===== config.mk =====
export PLATFORM = sky130hd
export DESIGN_NAME = data_table_delete
export DESIGN_NICKNAME = d
export VERILOG_FILES = /design/src/rtl/data_table_delete_pkg.sv /design/src/rtl/data_table_delete_rd_data_val_helper.sv /design/src/rtl/data_table_delete.sv
export SDC_FILE = /design/constraint.sdc
export NUM_CORES = 1
export LEC_CHECK = 0
export CORE_ASPECT_RATIO = 1.4
export CORE_MARGIN = 2
export CORE_UTILIZATION = 32
export CTS_CLUSTER_SIZE = 20
export DETAILED_ROUTE_END_ITERATION = 10
export GPL_TIMING_DRIVEN = 0
export PLACE_DENSITY = 0.67
export SLEW_MARGIN = 20
export SYNTH_ARGS = -nofsm -noshare
export SYNTH_HDL_FRONTEND = slang
export SYNTH_SLANG_ARGS = --single-unit
export TNS_END_PERCENT = 5

===== constraint.sdc =====
create_clock -name clk_i -period 4.65 [get_ports clk_i]
set_input_delay 0.93 -clock clk_i [delete_from_list [all_inputs] [get_ports clk_i]]
set_output_delay 0.93 -clock clk_i [all_outputs]
set_load 0.02 [all_outputs]

===== src/rtl/data_table_delete_pkg.sv =====
// data_table_delete_pkg: shared hash-table types, widths and result codes
package data_table_delete_pkg;
  localparam int KEY_WIDTH = 16;
  localparam int VALUE_WIDTH = 16;
  localparam int TABLE_ADDR_WIDTH = 8;
  localparam int BUCKET_WIDTH = 8;
  typedef enum logic [1:0] {OP_INIT, OP_SEARCH, OP_INSERT, OP_DELETE} ht_opcode_t;
  typedef struct packed {
    ht_opcode_t opcode;
    logic [KEY_WIDTH-1:0] key;
    logic [VALUE_WIDTH-1:0] value;
  } ht_command_t;
  typedef struct packed {
    ht_command_t cmd;
    logic [BUCKET_WIDTH-1:0] bucket;
    logic [TABLE_ADDR_WIDTH-1:0] head_ptr;
    logic head_ptr_val;
  } ht_pdata_t;
  typedef struct packed {
    logic [KEY_WIDTH-1:0] key;
    logic [VALUE_WIDTH-1:0] value;
    logic [TABLE_ADDR_WIDTH-1:0] next_ptr;
    logic next_ptr_val;
  } ram_data_t;
  typedef enum logic [2:0] {
    SEARCH_FOUND,
    SEARCH_NOT_SUCCESS_NO_ENTRY,
    INSERT_SUCCESS,
    INSERT_SUCCESS_SAME_KEY,
    INSERT_NOT_SUCCESS_TABLE_IS_FULL,
    DELETE_SUCCESS,
    DELETE_NOT_SUCCESS_NO_ENTRY
  } ht_rescode_t;
  typedef enum logic [1:0] {NO_CHAIN, IN_HEAD, IN_MIDDLE, IN_TAIL} ht_chain_state_t;
  typedef struct packed {
    ht_command_t cmd;
    ht_rescode_t rescode;
    ht_chain_state_t chain_state;
  } ht_result_t;
endpackage


===== src/rtl/data_table_delete_rd_data_val_helper.sv =====
// rd_data_val_helper: delays the RAM read strobe by the RAM latency to mark valid read data
module rd_data_val_helper #(
  parameter int RAM_LATENCY = 2
) (
  input  logic clk_i,
  input  logic rst_i,
  input  logic rd_en_i,
  output logic rd_data_val_o
);
  logic [RAM_LATENCY-1:0] sr;
  always_ff @(posedge clk_i or posedge rst_i)
    if (rst_i) sr <= '0;
    else sr <= (sr << 1) | RAM_LATENCY'(rd_en_i);
  assign rd_data_val_o = sr[RAM_LATENCY-1];
endmodule


===== src/rtl/data_table_delete.sv =====
// data_table_delete: walks a bucket chain, unlinks and clears the matching entry, frees its address
module data_table_delete
  import data_table_delete_pkg::*;
#(
  parameter int RAM_LATENCY = 2,
  parameter int A_WIDTH = TABLE_ADDR_WIDTH
) (
  input  logic               clk_i,
  input  logic               rst_i,
  input  ht_pdata_t          task_i,
  input  logic               task_valid_i,
  output logic               task_ready_o,
  input  ram_data_t          rd_data_i,
  output logic [A_WIDTH-1:0] rd_addr_o,
  output logic               rd_en_o,
  output logic [A_WIDTH-1:0] wr_addr_o,
  output ram_data_t          wr_data_o,
  output logic               wr_en_o,
  output logic [A_WIDTH-1:0] empty_addr_o,
  output logic               empty_addr_add_o,
  output logic [A_WIDTH-1:0] head_wr_data_ptr_o,
  output logic               head_wr_data_ptr_val_o,
  output logic               head_wr_en_o,
  output ht_result_t         result_o,
  output logic               result_valid_o,
  input  logic               result_ready_i
);
  typedef enum logic [2:0] {
    IDLE_S, READ_HEAD_S, GO_ON_CHAIN_S, UNLINK_HEAD_S, UNLINK_PREV_S, CLEAR_S, NOT_FOUND_S
  } state_t;
  state_t state, state_d1;
  ht_command_t cmd_locked;
  ht_chain_state_t chain_state;
  ram_data_t prev_data;
  logic [A_WIDTH-1:0] rd_addr, prev_addr, match_next_ptr;
  logic match_next_val, rd_again, rd_data_val, first, key_match;
  rd_data_val_helper #(.RAM_LATENCY(RAM_LATENCY)) val_gen (
    .clk_i(clk_i), .rst_i(rst_i), .rd_en_i(rd_en_o), .rd_data_val_o(rd_data_val)
  );
  always_ff @(posedge clk_i or posedge rst_i)
    if (rst_i) begin
      state <= IDLE_S;
      state_d1 <= IDLE_S;
      cmd_locked <= '0;
      chain_state <= NO_CHAIN;
      prev_data <= '0;
      rd_addr <= '0;
      prev_addr <= '0;
      match_next_ptr <= '0;
      match_next_val <= 1'b0;
      rd_again <= 1'b0;
    end else begin
      state_d1 <= state;
      rd_again <= 1'b0;
      case (state)
        IDLE_S:
          if (task_valid_i) begin
            cmd_locked <= task_i.cmd;
            chain_state <= NO_CHAIN;
            rd_addr <= task_i.head_ptr;
            state <= task_i.head_ptr_val ? READ_HEAD_S : NOT_FOUND_S;
          end
        READ_HEAD_S, GO_ON_CHAIN_S:
          if (rd_data_val) begin
            match_next_ptr <= rd_data_i.next_ptr;
            match_next_val <= rd_data_i.next_ptr_val;
            if (key_match) begin
              state <= (state == READ_HEAD_S) ? UNLINK_HEAD_S : UNLINK_PREV_S;
              chain_state <= (state == READ_HEAD_S) ? IN_HEAD :
                             rd_data_i.next_ptr_val ? IN_MIDDLE : IN_TAIL;
            end else if (!rd_data_i.next_ptr_val) begin
              state <= NOT_FOUND_S;
            end else begin
              state <= GO_ON_CHAIN_S;
              prev_addr <= rd_addr;
              prev_data <= rd_data_i;
              rd_addr <= rd_data_i.next_ptr;
              rd_again <= state == GO_ON_CHAIN_S;
            end
          end
        UNLINK_HEAD_S, UNLINK_PREV_S: state <= CLEAR_S;
        CLEAR_S, NOT_FOUND_S: if (result_ready_i) state <= IDLE_S;
        default: state <= IDLE_S;
      endcase
    end
  always_comb begin
    first = state != state_d1;
    key_match = cmd_locked.key == rd_data_i.key;
    task_ready_o = state == IDLE_S;
    rd_addr_o = rd_addr;
    rd_en_o = (state == READ_HEAD_S || state == GO_ON_CHAIN_S) && (first || rd_again);
    wr_en_o = first && (state == UNLINK_PREV_S || state == CLEAR_S);
    wr_addr_o = !wr_en_o ? '0 : (state == UNLINK_PREV_S) ? prev_addr : rd_addr;
    wr_data_o = '0;
    if (wr_en_o && state == UNLINK_PREV_S) begin
      wr_data_o = prev_data;
      wr_data_o.next_ptr = match_next_ptr;
      wr_data_o.next_ptr_val = match_next_val;
    end
    head_wr_en_o = first && state == UNLINK_HEAD_S;
    head_wr_data_ptr_o = head_wr_en_o ? match_next_ptr : '0;
    head_wr_data_ptr_val_o = head_wr_en_o && match_next_val;
    empty_addr_add_o = first && state == CLEAR_S;
    empty_addr_o = empty_addr_add_o ? rd_addr : '0;
    result_valid_o = state == CLEAR_S || state == NOT_FOUND_S;
    result_o = '0;
    if (result_valid_o) begin
      result_o.cmd = cmd_locked;
      result_o.rescode = (state == CLEAR_S) ? DELETE_SUCCESS : DELETE_NOT_SUCCESS_NO_ENTRY;
      result_o.chain_state = chain_state;
    end
  end
endmodule

Word level (Yosys, flattened, before mapping). Index checks and enable logic that the tools add are counted. W data, S select, Z words.

Reduce and logical (&&, ||, !) cells: 21. Mux-type cells: 30. Eq/ne operators: 14. Bitwise logic cells: 2.

Operators by type and width (count): $mux W8 (8); $mux W41 (1); $mux W39 (1); $mux W3 (7); $eq A16 B16 Y1 (1); $pmux W8 S2 (1); $pmux W3 S4 (1); $mux W2 (5); $ne A2 B2 Y1 const B (5); $eq A3 B3 Y1 const B (3); $reduce_and A4 Y1 (2); $eq A3 B2 Y1 const B (2); $logic_and A1 B1 Y1 (6); $reduce_or A2 Y1 (3); $mux W1 (5); $reduce_and A5 Y1 (1); $logic_or A1 B1 Y1 (4); $pmux W2 S2 (1); $reduce_and A2 Y1 (2); $eq A3 B1 Y1 const B (1); $logic_not A3 Y1 (1); $ne A3 B3 Y1 (1); $reduce_and A3 Y1 (1); $ne A2 B1 Y1 const B (1); other kinds (3) (3).

Input bits: 96. Word-level logic and storage cells: 81. Output and inout port bits: 119. Register bits after elaboration: 102.

Longest topological paths before layout. Gate-level depths: netlist of the first run.

Word-level depth: 5. Gate-level depth with buffers: 8. Mapped depth without buffers: 5.

By module. From an unflattened synthesis of the first run, not the netlist that was laid out.

Cell total of the unflattened synthesis: 440. Area, all modules: 5066.1 um^2.

Modules (own cells, without submodules): data_table_delete (area each 5012.3 um^2, instances 1, cells an instance 437, seq. area each 2502.4 um^2); rd_data_val_helper (area each 53.8 um^2, instances 1, cells an instance 3, seq. area each 50.0 um^2).

Worst setup path after synthesis of the first run. Ideal clock, no wire load.

Path type: flip-flop to output port. Start: register state[0]. End: output port result_o[29] in the netlist's numbering. Required time: 3.720 ns. Path buffers: 3. Arrival: 1.980 ns. Stages on the path, launching flop included: 8. Setup slack: 1.740 ns. Cells stage by stage: dfrtp_1 > buf_4 > nor2b_1 > and2_1 > or2_2 > clkbuf_1 > clkbuf_1 > and2_1.

RTL lines: start: declaration (line data_table_delete.sv:31) `state_t state, state_d1;`; start signal: assignment (line data_table_delete.sv:61) `state <= task_i.head_ptr_val ? READ_HEAD_S : NOT_FOUND_S;`; start signal: assignment (line data_table_delete.sv:68) `state <= (state == READ_HEAD_S) ? UNLINK_HEAD_S : UNLINK_PREV_S;`; end: declaration (line data_table_delete.sv:24) `output ht_result_t result_o,`.

==> flow_summary.yaml, run 1 <==
routing:
  dr.pass1.iters: 4
  drt_iter0_markers: 114
  vias: 3964
  finalWirelength_mm: 14.1
  drcViolationCount: 0
  avgViaCountPerCell: 4.68
  antenna_left: 0
  wl_per_cell_um: 16.7
yosys:
  syn-cell-area_um2: 5170
  async_flop_share: 1.00
  synth_flop_cell: "dfrtp_1"
  avgSynthCellArea_um2: 12.2
  synth_edf_count: 0
  ys_warn_count: 0
  yosysSeqAreaShare: 0.493
  ys_types: 37
  ys_ff_latch: 102
  netlist_instances: 425
  synth_fp_nets: 521
placement:
  hpwl_mm: 11.1
  io_buffer_count: 206
  dp.cells: 831
  place_congestion: 0.859
  pre_cts_ws_ns: 0.862
run:
  cap_violations: 0
floorplanning:
  die_w_um: 111
  core_area_um2: 16000
  boundaryPins: 215
  die-height_um: 154
  start_util: 0.324
  die_area_um2: 17200
  num_rows: 55
cells_and_area:
  finalNetCount: 739
  instances_no_fill: 847
  area_delta_synth_final_pct: 51.3
  drive_gt1_frac: 0.210
  num_antenna_cells: 0
sta:
  fmax_mhz: 245
  whs_ns: 0.349
  fin_skew_ns: 0.00937
  period_minus_slack_ns: 4.09
  finalSetupViolations: 0
  tightest_slew_ns: 0.727
  grt_setup_unrepaired: "false"
  period_share: 0.879
  hold_viol_final: 0
  worst_slack_ns: 0.564
  relSlewSlack: 0.511
  drv_slew: 0
status:
  status: "finished clean"
worst_setup_path:
  r2r-end: "prev_data[12]$_DFFE_PP0P_"
  rr_worst_depth: 8
  crit_fanout: 11
  r2r_slack_ns: 2.25
  crit_type: "flop to output port"
  start_kind: "flop"
  worstPathArrival_ns: 3.16
  r2r_start: "state[1]$_DFFE_PP0P_"
  cp-end-kind: "output port"
  crit_required_ns: 3.72
pwr:
  peakVddDrop_uv: 284
  swShare: 0.365
  clockPowerShare: 0.153
  p_leak_uw: 0.00320
  intPower_uw: 3210
  comb_power_share: 0.530
  p_switching_uw: 1850
  seqPwrFrac: 0.317
  p_per_area_nw_per_um2: 647
clocking:
  tritoncts: "yes"
  cts_buffer_depth: 2
  cts_setup_buffers: 0
  cts_sinks: 102
  htree_levels: 3
  cts_root_buf: "clkbuf_16"
  clock_latency_ns: 0.33
  cts_buffers: 9
  ctsResizeCount: 0
  hold_buffers: 0
  path_clk_slew_ns: 0.07
hold_path:
  hp-class: "flop to flop"
  holdPathEnd: "val_gen.sr[1]$_DFF_PP0_"
  min_path_cells: 0
  min-delay-start: "val_gen.sr[0]$_DFF_PP0_"
global_route:
  grt_pass1_vias: 4150
  grt_usage: 0.162
  antenna_found_initial: 0
  grt_max_degree: 59
  grt_overflow: 0
  grt_pass1_wl_mm: 22.4
logic make-up (layout without fill, tap and decap cells):
logic type,count (synthesis),after routing,synth area share
and+or+nand+nor,146,146,0.172
AOI/OAI and AO/OA,15,15,0.0181
xor gates and xnor gates,20,20,0.0339
muxes,108,108,0.247
DFF,102,102,0.493
buffers and inverters,34,257,0.0351
worst max path at each step:
stage / start / endpoint / slack, ns / depth (start not counted)
floorplan: rst_i / chain_state[0]$_DFFE_PP0P_ / 1.04 / 1
global placement: rst_i / cmd_locked[4]$_DFFE_PP0P_ / -0.50 / 2
detailed placement: state[2]$_DFFE_PP0P_ / wr_data_o[9] / 0.86 / 7
CTS: state[2]$_DFFE_PP0P_ / wr_data_o[9] / 0.48 / 7
global route: state[1]$_DFFE_PP0P_ / result_o[35] / 0.26 / 8
finish: state[1]$_DFFE_PP0P_ / result_o[33] / 0.56 / 8
layer usage:
metal,share of wire,vias up,track usage
met4,0.013,0,0.0347
met2,0.55,137,0.308
li1,-,1860,-
met5,0,-,0
met3,0.055,15,0.0372
met1,0.39,1952,0.184
Yosys cell counts, drive strengths merged, types with 2 or more instances:
cell type  instances  area share
mux2i             10       0.019
mux2              98        0.23
o21ai              8      0.0077
o311ai             2      0.0034
nor3               8      0.0099
dfrtp            102        0.49
nand4              4      0.0048
buf               15       0.021
clkbuf            12      0.0087
and2              95        0.11
xnor2             17       0.029
xor2               3      0.0051
nor2b              4      0.0048
nand2b             4      0.0048
inv                7      0.0051
nor2              15       0.011
nand2              7      0.0051
area by class of cell:
cell class | count | area [um2]
inverter | 7 | 31.3
sequential | 102 | 2550
multi-input combinational | 289 | 2440
timing repair buffer | 207 | 2090
buffer | 27 | 155
tap | 199 | 249
clock inverter | 4 | 55.1
fill | 1515 | 8140
clock buffer | 12 | 256
registers in the layout, indices dropped and copies added (netlist names):
register and cells:
val_gen.sr 2, rd_again 1, chain_state 2, rd_addr_o 8, state 3, cmd_locked 34
match_next_ptr 8, state_d1 3, prev_data 32, match_next_val 1, prev_addr 8
through the flow:
step                      cell area, um2  total power [uW]  setup TNS [ns]   util
after global placement              7480              4270          -50.35  0.469
after global routing                7830              5380               0  0.490
final                               7830              5060               0  0.490
after floorplan                     5170              3240               0      -
after CTS                           7830              5140               0  0.490
after detailed placement            7520              4340               0  0.471
worst max-delay path, stage by stage (launching register included):
cell and delay (ns):
dfrtp_1 0.34, buf_2 0.19, nor2b_1 0.29, and2_1 0.20
or2_2 0.11, clkbuf_1 0.38, clkbuf_1 0.47, and2_1 0.20
clkdlybuf4s50_1 0.63
power groups by stage:
stage	sequential, uW	combinational (uW)	clock [uW]
floorplan	1580	1660	0
global placement	1600	2670	0
detailed placement	1620	2710	0
CTS	1610	2730	803
global route	1670	2870	841
finish	1600	2680	774
layout by cell type (no fill, tap or decap), types with 6 or more instances in the layout:
cell	count
nor2_1	14
clkbuf_1	13
clkbuf_16	9
buf_2	7
mux2_2	78
clkdlybuf4s50_1	206
mux2_4	20
dfrtp_1	102
nor3_1	7
mux2i_1	10
o21ai_0	8
xnor2_1	17
nand2_1	7
inv_1	6
and2_1	95
No activity file was read; power rests on OpenSTA's default activity.
==> run 2, diff against run 1 <==
- SLEW_MARGIN: 20 -> unset
==> flow_summary.yaml, run 2 (synthesis results as in run 1) <==
pwr:
  intPower_uw: 3210
  peakVddDrop_uv: 295
  swShare: 0.366
  comb_power_share: 0.529
  p_per_area_nw_per_um2: 648
  clockPowerShare: 0.154
  p_switching_uw: 1860
  seqPwrFrac: 0.317
  p_leak_uw: 0.00320
worst_setup_path:
  worstPathArrival_ns: 3.13
  crit_type: "flop to output port"
  rr_worst_depth: 8
  crit_path_end: "wr_data_o[9]"
  start_kind: "flop"
  cp-end-kind: "output port"
  path_common_cell: "buf_2"
  r2r-end: "rd_addr_o[5]$_DFFE_PP0P_"
  cp_slowest_cell: "clkdlybuf4s50_1"
  cpPeakStageDelay_ns: 0.63
  path_cells: "buf_2, nor3b_1, buf_2, nor2b_1, clkbuf_1, and2_1, clkdlybuf4s50_1"
  crit_required_ns: 3.72
  crit_fanout: 10
  cp-startpoint: "state[2]$_DFFE_PP0P_"
  r2r_slack_ns: 2.27
  r2r_start: "state[1]$_DFFE_PP0P_"
sta:
  hold_viol_final: 0
  period_share: 0.874
  finalSetupViolations: 0
  drv_slew: 0
  whs_ns: 0.353
  period_minus_slack_ns: 4.06
  fin_skew_ns: 0.00804
  fmax_mhz: 246
  tightest_slew_ns: 0.743
  grt_setup_unrepaired: "false"
  relSlewSlack: 0.501
cells_and_area:
  drive_gt1_frac: 0.210
  num_antenna_cells: 0
  largestRegisters: "cmd_locked (34), prev_data (32)"
  largest_register_ffs: 34
  finalNetCount: 739
  final_common_cell: "clkdlybuf4s50_1"
  area_delta_synth_final_pct: 51.3
  regMostFlops: "cmd_locked"
  layout_common_cells: "206 x clkdlybuf4s50_1, 102 x dfrtp_1, 95 x and2_1"
  fin_area_um2: 7830
routing:
  avgViaCountPerCell: 4.66
  finalWirelength_mm: 14.2
  drcViolationCount: 0
  drt_iter0_markers: 129
  wl_per_cell_um: 16.7
  dr.pass1.iters: 4
  vias: 3946
  antenna_left: 0
floorplanning:
  die-height_um: 154
  die_area_um2: 17200
  num_rows: 55
  boundaryPins: 215
  start_util: 0.324
  core_area_um2: 16000
  die_w_um: 111
global_route:
  grt_pass1_vias: 4254
  grt_overflow: 0
  grt_max_degree: 59
  grt_usage: 0.164
  grt_pass1_wl_mm: 22.6
  antenna_found_initial: 0
placement:
  hpwl_mm: 11.1
  placed_cell_area_um2: 7510
  io_buffer_count: 206
  place_congestion: 0.859
hold_path:
  min_path_cells: 0
  hp-class: "flop to flop"
run:
  cap_violations: 0
clocking:
  cts_buffer_depth: 2
  ctsResizeCount: 0
  cts_sinks: 102
  tritoncts: "yes"
  htree_levels: 3
  cts_buffers: 9
  hold_buffers: 0
  cts_root_buf: "clkbuf_16"
  clock_latency_ns: 0.33
  cts_setup_buffers: 0
  path_clk_slew_ns: 0.07
status:
  status: "finished clean"
[run 2: worst max-delay path, delay by kind of cell, from the launching register on]
family        cells  cell delay, ns
buf+inv           4            1.59
flops             1            0.34
simple gates      3            0.84
[run 2: power by group through the flow]
stage | clock network (uW) | logic, uW | registers [uW]
2_1_floorplan | 0 | 1660 | 1580
3_3_place_gp | 0 | 2670 | 1600
3_5_place_dp | 0 | 2710 | 1620
4_1_cts | 807 | 2730 | 1610
5_1_grt | 843 | 2880 | 1670
6_report | 781 | 2680 | 1600
[run 2: final cells by class]
cell class | instances | area, um2
buffer | 27 | 155
clock buffer | 12 | 256
clock inverter | 4 | 55.1
fill | 1498 | 8140
inverter | 7 | 28.8
multi-input combinational | 289 | 2440
sequential | 102 | 2550
tap | 199 | 249
timing repair buffer | 207 | 2090
[run 2: worst min path at each step]
stage                            startpoint                       to  slack, ns
floorplan           val_gen.sr[0]$_DFF_PP0_  val_gen.sr[1]$_DFF_PP0_       0.33
global placement    val_gen.sr[0]$_DFF_PP0_  val_gen.sr[1]$_DFF_PP0_       0.33
detailed placement  val_gen.sr[0]$_DFF_PP0_  val_gen.sr[1]$_DFF_PP0_       0.34
CTS                 val_gen.sr[0]$_DFF_PP0_  val_gen.sr[1]$_DFF_PP0_       0.36
global route        val_gen.sr[0]$_DFF_PP0_  val_gen.sr[1]$_DFF_PP0_       0.37
finish              val_gen.sr[0]$_DFF_PP0_  val_gen.sr[1]$_DFF_PP0_       0.35
[run 2: per-stage QoR]
step | util | cells | worst slack, ns | total power [uW] | TNS, ns
after floorplan | - | 425 | 1.04 | 3240 | 0
after global placement | 0.469 | 830 | -0.503 | 4270 | -50.35
after detailed placement | 0.471 | 831 | 0.874 | 4330 | 0
after CTS | 0.490 | 847 | 0.490 | 5140 | 0
after global routing | 0.490 | 847 | 0.297 | 5390 | 0
final | 0.490 | 847 | 0.587 | 5070 | 0
[run 2: metal layers]
layer	up-vias	track usage	wire, um
met5	-	0	0
met4	0	0.0412	214
met3	12	0.0388	785
met2	140	0.306	7640
met1	1937	0.186	5520
li1	1857	-	-
